<file path="config.mk">
export PLATFORM = sky130hd
export DESIGN_NAME = uart_rx_core_flat
export DESIGN_NICKNAME = d
export VERILOG_FILES = /design/src/rtl/uart_rx_core_if.sv /design/src/rtl/uart_rx_core.sv /design/src/flat_wrapper.sv
export SDC_FILE = /design/constraint.sdc
export NUM_CORES = 1
export LEC_CHECK = 0
export ABC_AREA = 1
export CAP_MARGIN = 20
export CORE_MARGIN = 2
export CORE_UTILIZATION = 35
export DETAILED_ROUTE_END_ITERATION = 16
export PLACE_DENSITY = 0.58
export SLEW_MARGIN = 20
export SYNTH_ARGS = -nofsm -noshare
export SYNTH_HDL_FRONTEND = slang
export SYNTH_SLANG_ARGS = --single-unit
</file>
<file path="constraint.sdc">
create_clock -name clk -period 3.9 [get_ports clk]
set_input_delay 0.975 -clock clk [delete_from_list [all_inputs] [get_ports clk]]
set_output_delay 0.975 -clock clk [all_outputs]
set_load 0.02 [all_outputs]
</file>
<file path="src/rtl/uart_rx_core_if.sv">
// Receive-side handshake bundle between the UART receiver and the CPU register block.
// Latency: none (plain wires).
// Backpressure: the consumer drains each byte with a one-cycle rx_ack pulse.
interface uart_rx_core_if;
    logic [7:0] rx_data;
    logic       rx_avail;
    logic       rx_error;
    logic       rx_overrun;
    logic       rx_busy;
    logic       rx_ack;

    // Receiver side: produces the byte and status, observes the acknowledge.
    modport master (
        output rx_data,
        output rx_avail,
        output rx_error,
        output rx_overrun,
        output rx_busy,
        input  rx_ack
    );

    // Consumer side: reads the byte and status, returns the acknowledge.
    modport slave (
        input  rx_data,
        input  rx_avail,
        input  rx_error,
        input  rx_overrun,
        input  rx_busy,
        output rx_ack
    );
endinterface

</file>
<file path="src/rtl/uart_rx_core.sv">
// 8N1 UART receiver with 16x oversampling, avail/ack byte handshake, framing and overrun flags.
// Latency: rx_avail rises 2 sync + 16*9+9 tick-samples + 1 cycle after the start edge.
// Backpressure: none on the line; an unacknowledged byte is overwritten and rx_overrun is raised.
// Optional: define UART_RX_MAJORITY_EN for 2-of-3 majority voting over samples 7, 8 and 9.
module uart_rx_core #(
    parameter int freq_hz = 27000000,
    parameter int baud    = 115200
) (
    input  logic          clk,
    input  logic          reset,
    input  logic          uart_rxd,
    uart_rx_core_if.master rx
);

    localparam int OS_RAW = (freq_hz + baud * 8) / (baud * 16);
    localparam int OS_DIV = (OS_RAW < 1) ? 1 : OS_RAW;
    localparam int CW     = (OS_DIV > 1) ? $clog2(OS_DIV) : 1;
    localparam logic [CW-1:0] RELOAD = CW'(OS_DIV - 1);

    typedef enum logic [1:0] {IDLE, START, DATA, STOP} state_t;

    logic          sync1;
    logic          rxd_s;
    logic [CW-1:0] tick_cnt;
    logic          tick;

    state_t        state, state_n;
    logic [3:0]    sc, sc_n;
    logic [2:0]    bi, bi_n;
    logic [7:0]    shreg, shreg_n;
    logic          s8, s8_n;
    logic          bit_val;
    logic [7:0]    data_q, data_n;
    logic          avail_q, avail_n;
    logic          err_q, err_n;
    logic          ovr_q, ovr_n;
    logic          busy_q, busy_n;

`ifdef UART_RX_MAJORITY_EN
    logic          s7, s7_n;

    // 2-of-3 vote over samples 7, 8 and the live sample at 9.
    assign bit_val = (s7 & s8) | (s7 & rxd_s) | (s8 & rxd_s);
`else
    // Single mid-bit sample taken at 8, acted on at 9.
    assign bit_val = s8;
`endif

    // Two-flop synchroniser; everything downstream looks only at rxd_s.
    always_ff @(posedge clk) begin
        if (reset) begin
            sync1 <= 1'b1;
            rxd_s <= 1'b1;
        end else begin
            sync1 <= uart_rxd;
            rxd_s <= sync1;
        end
    end

    assign tick = (tick_cnt == '0);

    // Free-running oversample tick divider, never realigned to frames.
    always_ff @(posedge clk) begin
        if (reset) begin
            tick_cnt <= RELOAD;
        end else if (tick) begin
            tick_cnt <= RELOAD;
        end else begin
            tick_cnt <= tick_cnt - 1'b1;
        end
    end

    // Frame state and result registers.
    always_ff @(posedge clk) begin
        if (reset) begin
            state   <= IDLE;
            sc      <= 4'd0;
            bi      <= 3'd0;
            shreg   <= 8'h00;
            s8      <= 1'b1;
            data_q  <= 8'h00;
            avail_q <= 1'b0;
            err_q   <= 1'b0;
            ovr_q   <= 1'b0;
            busy_q  <= 1'b0;
`ifdef UART_RX_MAJORITY_EN
            s7      <= 1'b1;
`endif
        end else begin
            state   <= state_n;
            sc      <= sc_n;
            bi      <= bi_n;
            shreg   <= shreg_n;
            s8      <= s8_n;
            data_q  <= data_n;
            avail_q <= avail_n;
            err_q   <= err_n;
            ovr_q   <= ovr_n;
            busy_q  <= busy_n;
`ifdef UART_RX_MAJORITY_EN
            s7      <= s7_n;
`endif
        end
    end

    // Next-state, sampling and handshake; frame completion overrides a same-cycle ack.
    always_comb begin
        state_n = state;
        sc_n    = sc;
        bi_n    = bi;
        shreg_n = shreg;
        s8_n    = s8;
        data_n  = data_q;
        avail_n = avail_q;
        err_n   = err_q;
        ovr_n   = ovr_q;
`ifdef UART_RX_MAJORITY_EN
        s7_n    = s7;
`endif

        if (rx.rx_ack) begin
            avail_n = 1'b0;
            err_n   = 1'b0;
            ovr_n   = 1'b0;
        end

        if (tick) begin
            if (state != IDLE) begin
                sc_n = sc + 4'd1;
                if (sc == 4'd8) begin
                    s8_n = rxd_s;
                end
`ifdef UART_RX_MAJORITY_EN
                if (sc == 4'd7) begin
                    s7_n = rxd_s;
                end
`endif
            end

            case (state)
                IDLE: begin
                    if (!rxd_s) begin
                        state_n = START;
                        sc_n    = 4'd1;
                    end
                end
                START: begin
                    if (sc == 4'd9 && bit_val) begin
                        state_n = IDLE;
                    end else if (sc == 4'd15) begin
                        state_n = DATA;
                        bi_n    = 3'd0;
                    end
                end
                DATA: begin
                    if (sc == 4'd9) begin
                        shreg_n[bi] = bit_val;
                    end
                    if (sc == 4'd15) begin
                        if (bi == 3'd7) begin
                            state_n = STOP;
                        end else begin
                            bi_n = bi + 3'd1;
                        end
                    end
                end
                STOP: begin
                    if (sc == 4'd9) begin
                        state_n = IDLE;
                        if (bit_val) begin
                            data_n  = shreg;
                            avail_n = 1'b1;
                            ovr_n   = (ovr_q | avail_q) & ~rx.rx_ack;
                        end else begin
                            err_n = 1'b1;
                        end
                    end
                end
                default: state_n = IDLE;
            endcase
        end

        busy_n = (state_n != IDLE);
    end

    assign rx.rx_data    = data_q;
    assign rx.rx_avail   = avail_q;
    assign rx.rx_error   = err_q;
    assign rx.rx_overrun = ovr_q;
    assign rx.rx_busy    = busy_q;

endmodule
</file>
<file path="src/flat_wrapper.sv">
// flat-port wrapper written by rule: the top's interface ports become plain ports
module uart_rx_core_flat 
#(
    parameter int freq_hz = 27000000,
    parameter int baud    = 115200
)
  (clk, reset, uart_rxd, rx_rx_data, rx_rx_avail, rx_rx_error, rx_rx_overrun, rx_rx_busy, rx_rx_ack);
  uart_rx_core_if rx_i ();
  input  logic clk;
  input  logic reset;
  input  logic uart_rxd;
  output wire logic [$bits(rx_i.rx_data)-1:0] rx_rx_data;
  output wire logic [$bits(rx_i.rx_avail)-1:0] rx_rx_avail;
  output wire logic [$bits(rx_i.rx_error)-1:0] rx_rx_error;
  output wire logic [$bits(rx_i.rx_overrun)-1:0] rx_rx_overrun;
  output wire logic [$bits(rx_i.rx_busy)-1:0] rx_rx_busy;
  input wire logic [$bits(rx_i.rx_ack)-1:0] rx_rx_ack;
  assign rx_rx_data = rx_i.rx_data;
  assign rx_rx_avail = rx_i.rx_avail;
  assign rx_rx_error = rx_i.rx_error;
  assign rx_rx_overrun = rx_i.rx_overrun;
  assign rx_rx_busy = rx_i.rx_busy;
  assign rx_i.rx_ack = rx_rx_ack;
  uart_rx_core #(.freq_hz(freq_hz), .baud(baud)) u_core (.clk(clk), .reset(reset), .uart_rxd(uart_rxd), .rx(rx_i));
endmodule
</file>
# == Yosys cells after proc, flatten, opt, wreduce, memory -nomap -nowiden ==
# Cells that the tools add are included.
# word_totals
regBits,36
input_bits,4
output_inout_bits,12
elab_cells,78
# op_classes
n_addsub,3
n_lt_le_gt_ge,2
n_eq_ne,11
n_mux,34
n_bitwise,3
reduce_logical,12
# ops
operator,count
1-bit two-way mux,16
2-bit two-way mux,7
4-bit equality test (second input constant),3
3-bit two-way mux,4
4-bit two-way mux,3
8-bit bitwise mux,1
2-bit case mux with 4 select lines,1
3-bit case mux with 2 select lines,1
3-bit AND reduction,2
6-bit AND reduction,1
2-bit nonzero test,3
4-bit by 1-bit adder with 4-bit output (second input constant),1
2-bit equality test (second input constant),2
4-bit logical NOT,1
3-bit by 4-bit less-than comparator with 1-bit output (second input constant),1
2-bit by 1-bit inequality test with 1-bit output (second input constant),2
2-bit inequality test (second input constant),2
4-bit AND reduction,1
4-bit by 1-bit subtractor with 4-bit output (second input constant),1
3-bit by 1-bit adder with 3-bit output (second input constant),1
1-bit demux with 3-bit select,1
3-bit equality test (second input constant),1
3-bit by 1-bit >= comparator with 1-bit output (second input constant),1
2-bit by 1-bit equality test with 1-bit output (second input constant),1
6 further kinds,7

# == Longest topological paths before layout ==
# logic_depth
ltp_word,6
depth_mapped,12
depth_no_buf,12

# == Worst setup path before layout ==
# No wires, ideal clock.
# synth_path
path_type,input-to-reg
start,input port reset
end,register u_core.rxd_s
setup_ps,123
t_arrival_ps,1441
t_required_ps,3777
slack_ps,2336
cell_stages,2
n_path_buf,1
path_cell_list,clkbuf_1 or2_2
# synth_rtl
element,line_no,source
"start, declared",flat_wrapper.sv:10,input logic reset;
"end signal, assigned",uart_rx_core.sv:56,rxd_s <= sync1;
"end, declared",uart_rx_core.sv:23,logic rxd_s;
# No word-level cell between the ends.

# == Worst setup path in the final report ==
# layout_path
start,input port reset
end,register u_core.s8 (netlist: u_core.bit_val)
# layout_rtl
element,line_no,source
"end signal, assigned",uart_rx_core.sv:94,s8 <= s8_n;
"end, declared",uart_rx_core.sv:31,"logic s8, s8_n;"
# No word-level cell between the ends.

==> flow_metrics.py <==
metrics = {
    "timing": {
        "rsz0062_at_grt": "no",
        "post-route-min-period_ns": 2.29,
        "tns_ns": 0,
        "tightest_slew_ns": 0.842,
        "clock.fmax_mhz": 436,
        "whs_ns": 0.414,
        "clock_skew_ns": 0.00483,
        "fin_crit_sh_pct": 58.7,
        "finalSetupViolations": 0,
        "hold_viol": 0,
        "final_max_slew_viol_count": 0,
        "finalWorstSetupSlack_ns": 1.61,
        "max_slew_margin_pct": 43.6,
    },
    "clock_network": {
        "cts_made_buffers": 5,
        "root_buffer": "clkbuf_8",
        "cts_setup_buffers": 0,
        "cts.sinks": 36,
        "cts_tree": "done",
        "post_cts_resize_count": 0,
        "clkLatencyLatePin_ns": 0.29,
        "clockBufferDepth": 2,
        "clk_pin_slew_ns": 0.08,
        "ctsHoldBuffers": 0,
        "h-tree-depth": 2,
    },
    "worst_setup_path": {
        "critical_path_class": "in -> reg",
        "worstPathMaxFanout": 21,
        "max_stage_delay_ns": 0.62,
        "rr_endpoint": "u_core.rx.rx_data[3]",
        "arrival_ns": 2.43,
        "crit_chain": "clkdlybuf4s50_1, inv_1, o311ai_0",
        "r2r_setup_slack_ns": 1.74,
        "path_buf_inv": 2,
        "cp.required_ns": 4.04,
        "cp-end-kind": "flop",
        "start_kind": "input pin",
        "rr_worst_depth": 6,
        "slowest_stage": "clkdlybuf4s50_1",
        "path_delay_family": "buffers and inverters",
        "r2r-start": "u_core.state[1]",
    },
    "drt": {
        "drc": 0,
        "wl_mm": 3.33,
        "ant_nets": 0,
        "vias": 1449,
        "drt_iter0_drc": 82,
        "routed_via_density": 4.54,
        "first_pass_iters": 4,
        "wire_per_inst_um": 10.4,
    },
    "floorplan": {
        "dieArea_um2": 5530,
        "die_w_um": 74.4,
        "rows": 25,
        "fp.dieH_um": 74.4,
        "core_region_area_um2": 4750,
        "io_pins": 16,
        "start_util_pct": 36.4,
    },
    "place": {
        "post-place-cells": 311,
        "gp_congestion": 0.838,
        "placed_area_um2": 1940,
        "hpwl_mm": 2.41,
        "port_buffers": 15,
        "dpl_worst_slack_ns": 1.28,
    },
    "synth": {
        "synth_top_cell_by_area": "dfxtp_1",
        "syn_nets": 248,
        "syn_area_um2": 1730,
        "ys_ff_latch": 36,
        "ys_warn_count": 0,
        "syn_inst": 234,
        "synth-seq-area-share_pct": 41.6,
        "synth_area_leaders": "dfxtp_1 42%, nand2_1 9.7%, nor2_1 8.0%",
        "avgSynthCellArea_um2": 7.41,
        "yosysTopAreaCellShare_pct": 41.6,
        "synth_cell_types": 29,
    },
    "finish": {
        "final_cell_mix": "45 x nand2_1, 37 x nor2_1, 36 x dfxtp_1",
        "area_growth_pct": 17.5,
        "final_common_cell": "nand2_1",
        "finalNetCount": 265,
        "fin_util_pct": 42.8,
        "final_area_um2": 2040,
        "layout.cells.non_filler": 319,
        "diodes": 0,
        "drive_gt1_share_pct": 10.7,
    },
    "grt": {
        "grt_pass1_wl_mm": 5.80,
        "grt_use_total_pct": 13.8,
        "grt_overflow": 0,
        "antenna_found_initial": 0,
        "first_global_vias": 1301,
        "grt_max_degree": 22,
    },
    "pwr": {
        "p_per_area_nw_per_um2": 332,
        "finalPower_mw": 0.675,
        "leakagePower_nw": 0.926,
        "max-vdd-ir-drop_mv": 0.187,
    },
    "min_path": {
        "hold-path-cell-count": 1,
        "min_to": "u_core.tick_cnt[0]",
        "hold_start": "u_core.tick_cnt[0]",
        "hold_class": "reg -> reg",
    },
    "run_status": {
        "status": "complete, no violations",
    },
    "job": {
        "timing.max_cap.violations": 0,
    },
}
-- synthesized netlist by cell type --
library cell,instances
inv_1,32
buf_2,2
a31oi_1,1
nand2_4,1
a21oi_1,12
o21bai_2,3
nand4_2,1
nand2_1,45
nor2_4,1
o21bai_1,4
nand3_1,6
dfxtp_1,36
o21ai_0,7
nor2_2,3
or2_2,2
nor3_2,3
buf_4,1
ha_1,10
a32o_1,1
nor3_1,7
nor2_1,37
nand3_2,1
clkinv_2,1
nand4_1,1
o21ai_1,9
nand2_2,3
inv_2,1
clkbuf_1,2
o311ai_0,1
-- sequential cells by signal, summed over array words and instances (netlist names) --
| signal | flops |
|---|---|
| u_core.rx.rx_data | 8 |
| u_core.shreg | 8 |
| u_core.sc | 4 |
| u_core.tick_cnt | 4 |
| u_core.bi | 3 |
| u_core.state | 2 |
| u_core.bit_val | 1 |
| u_core.rx.rx_avail | 1 |
| u_core.rx.rx_busy | 1 |
| u_core.rx.rx_error | 1 |
| u_core.rx.rx_overrun | 1 |
| u_core.rxd_s | 1 |
| u_core.sync1 | 1 |
-- layer usage --
metal / part of all wire, % / GRT usage, %
met5: 0 / 0
met4: 1.7 / 5.56
met3: 3.2 / 4.07
met1: 52 / 18.6
met2: 43 / 20.8
-- power breakdown --
group | leakage [nW] | internal [mW] | switching (mW)
Sequential | 0.291 | 0.372 | 0.00186
Clock | 0.0445 | 0.144 | 0.137
Combinational | 0.590 | 0.00754 | 0.0130
Total | 0.926 | 0.523 | 0.152
-- layout make-up --
class,count,area (um2)
fill,518,2720
multi-input combinational,159,858
sequential,36,721
timing repair buffer,15,150
inverter,34,129
clock buffer,7,86.3
tap,67,83.8
clock inverter,1,7.51
-- cells by family after synthesis --
logic type	Yosys count	synth area share (%)
AO/OA/AOI/OAI	38	13.2
adder cells (fa/ha/maj)	10	7.22
AND/OR/NAND/NOR	111	29.1
buffers and inverters	39	8.88
flip-flops	36	41.6
-- how the worst max path moves through the flow --
stage	start	to	slack (ns)	cells past startpoint
global placement	reset	u_core.bit_val	1.30	3
finish	reset	u_core.bit_val	1.61	3
CTS	reset	u_core.bit_val	1.58	3
detailed placement	reset	u_core.bit_val	1.28	3
global route	reset	u_core.bit_val	1.41	3
floorplan	reset	u_core.rxd_s	2.34	2
Note: power is estimated with default switching activity, not from simulation.
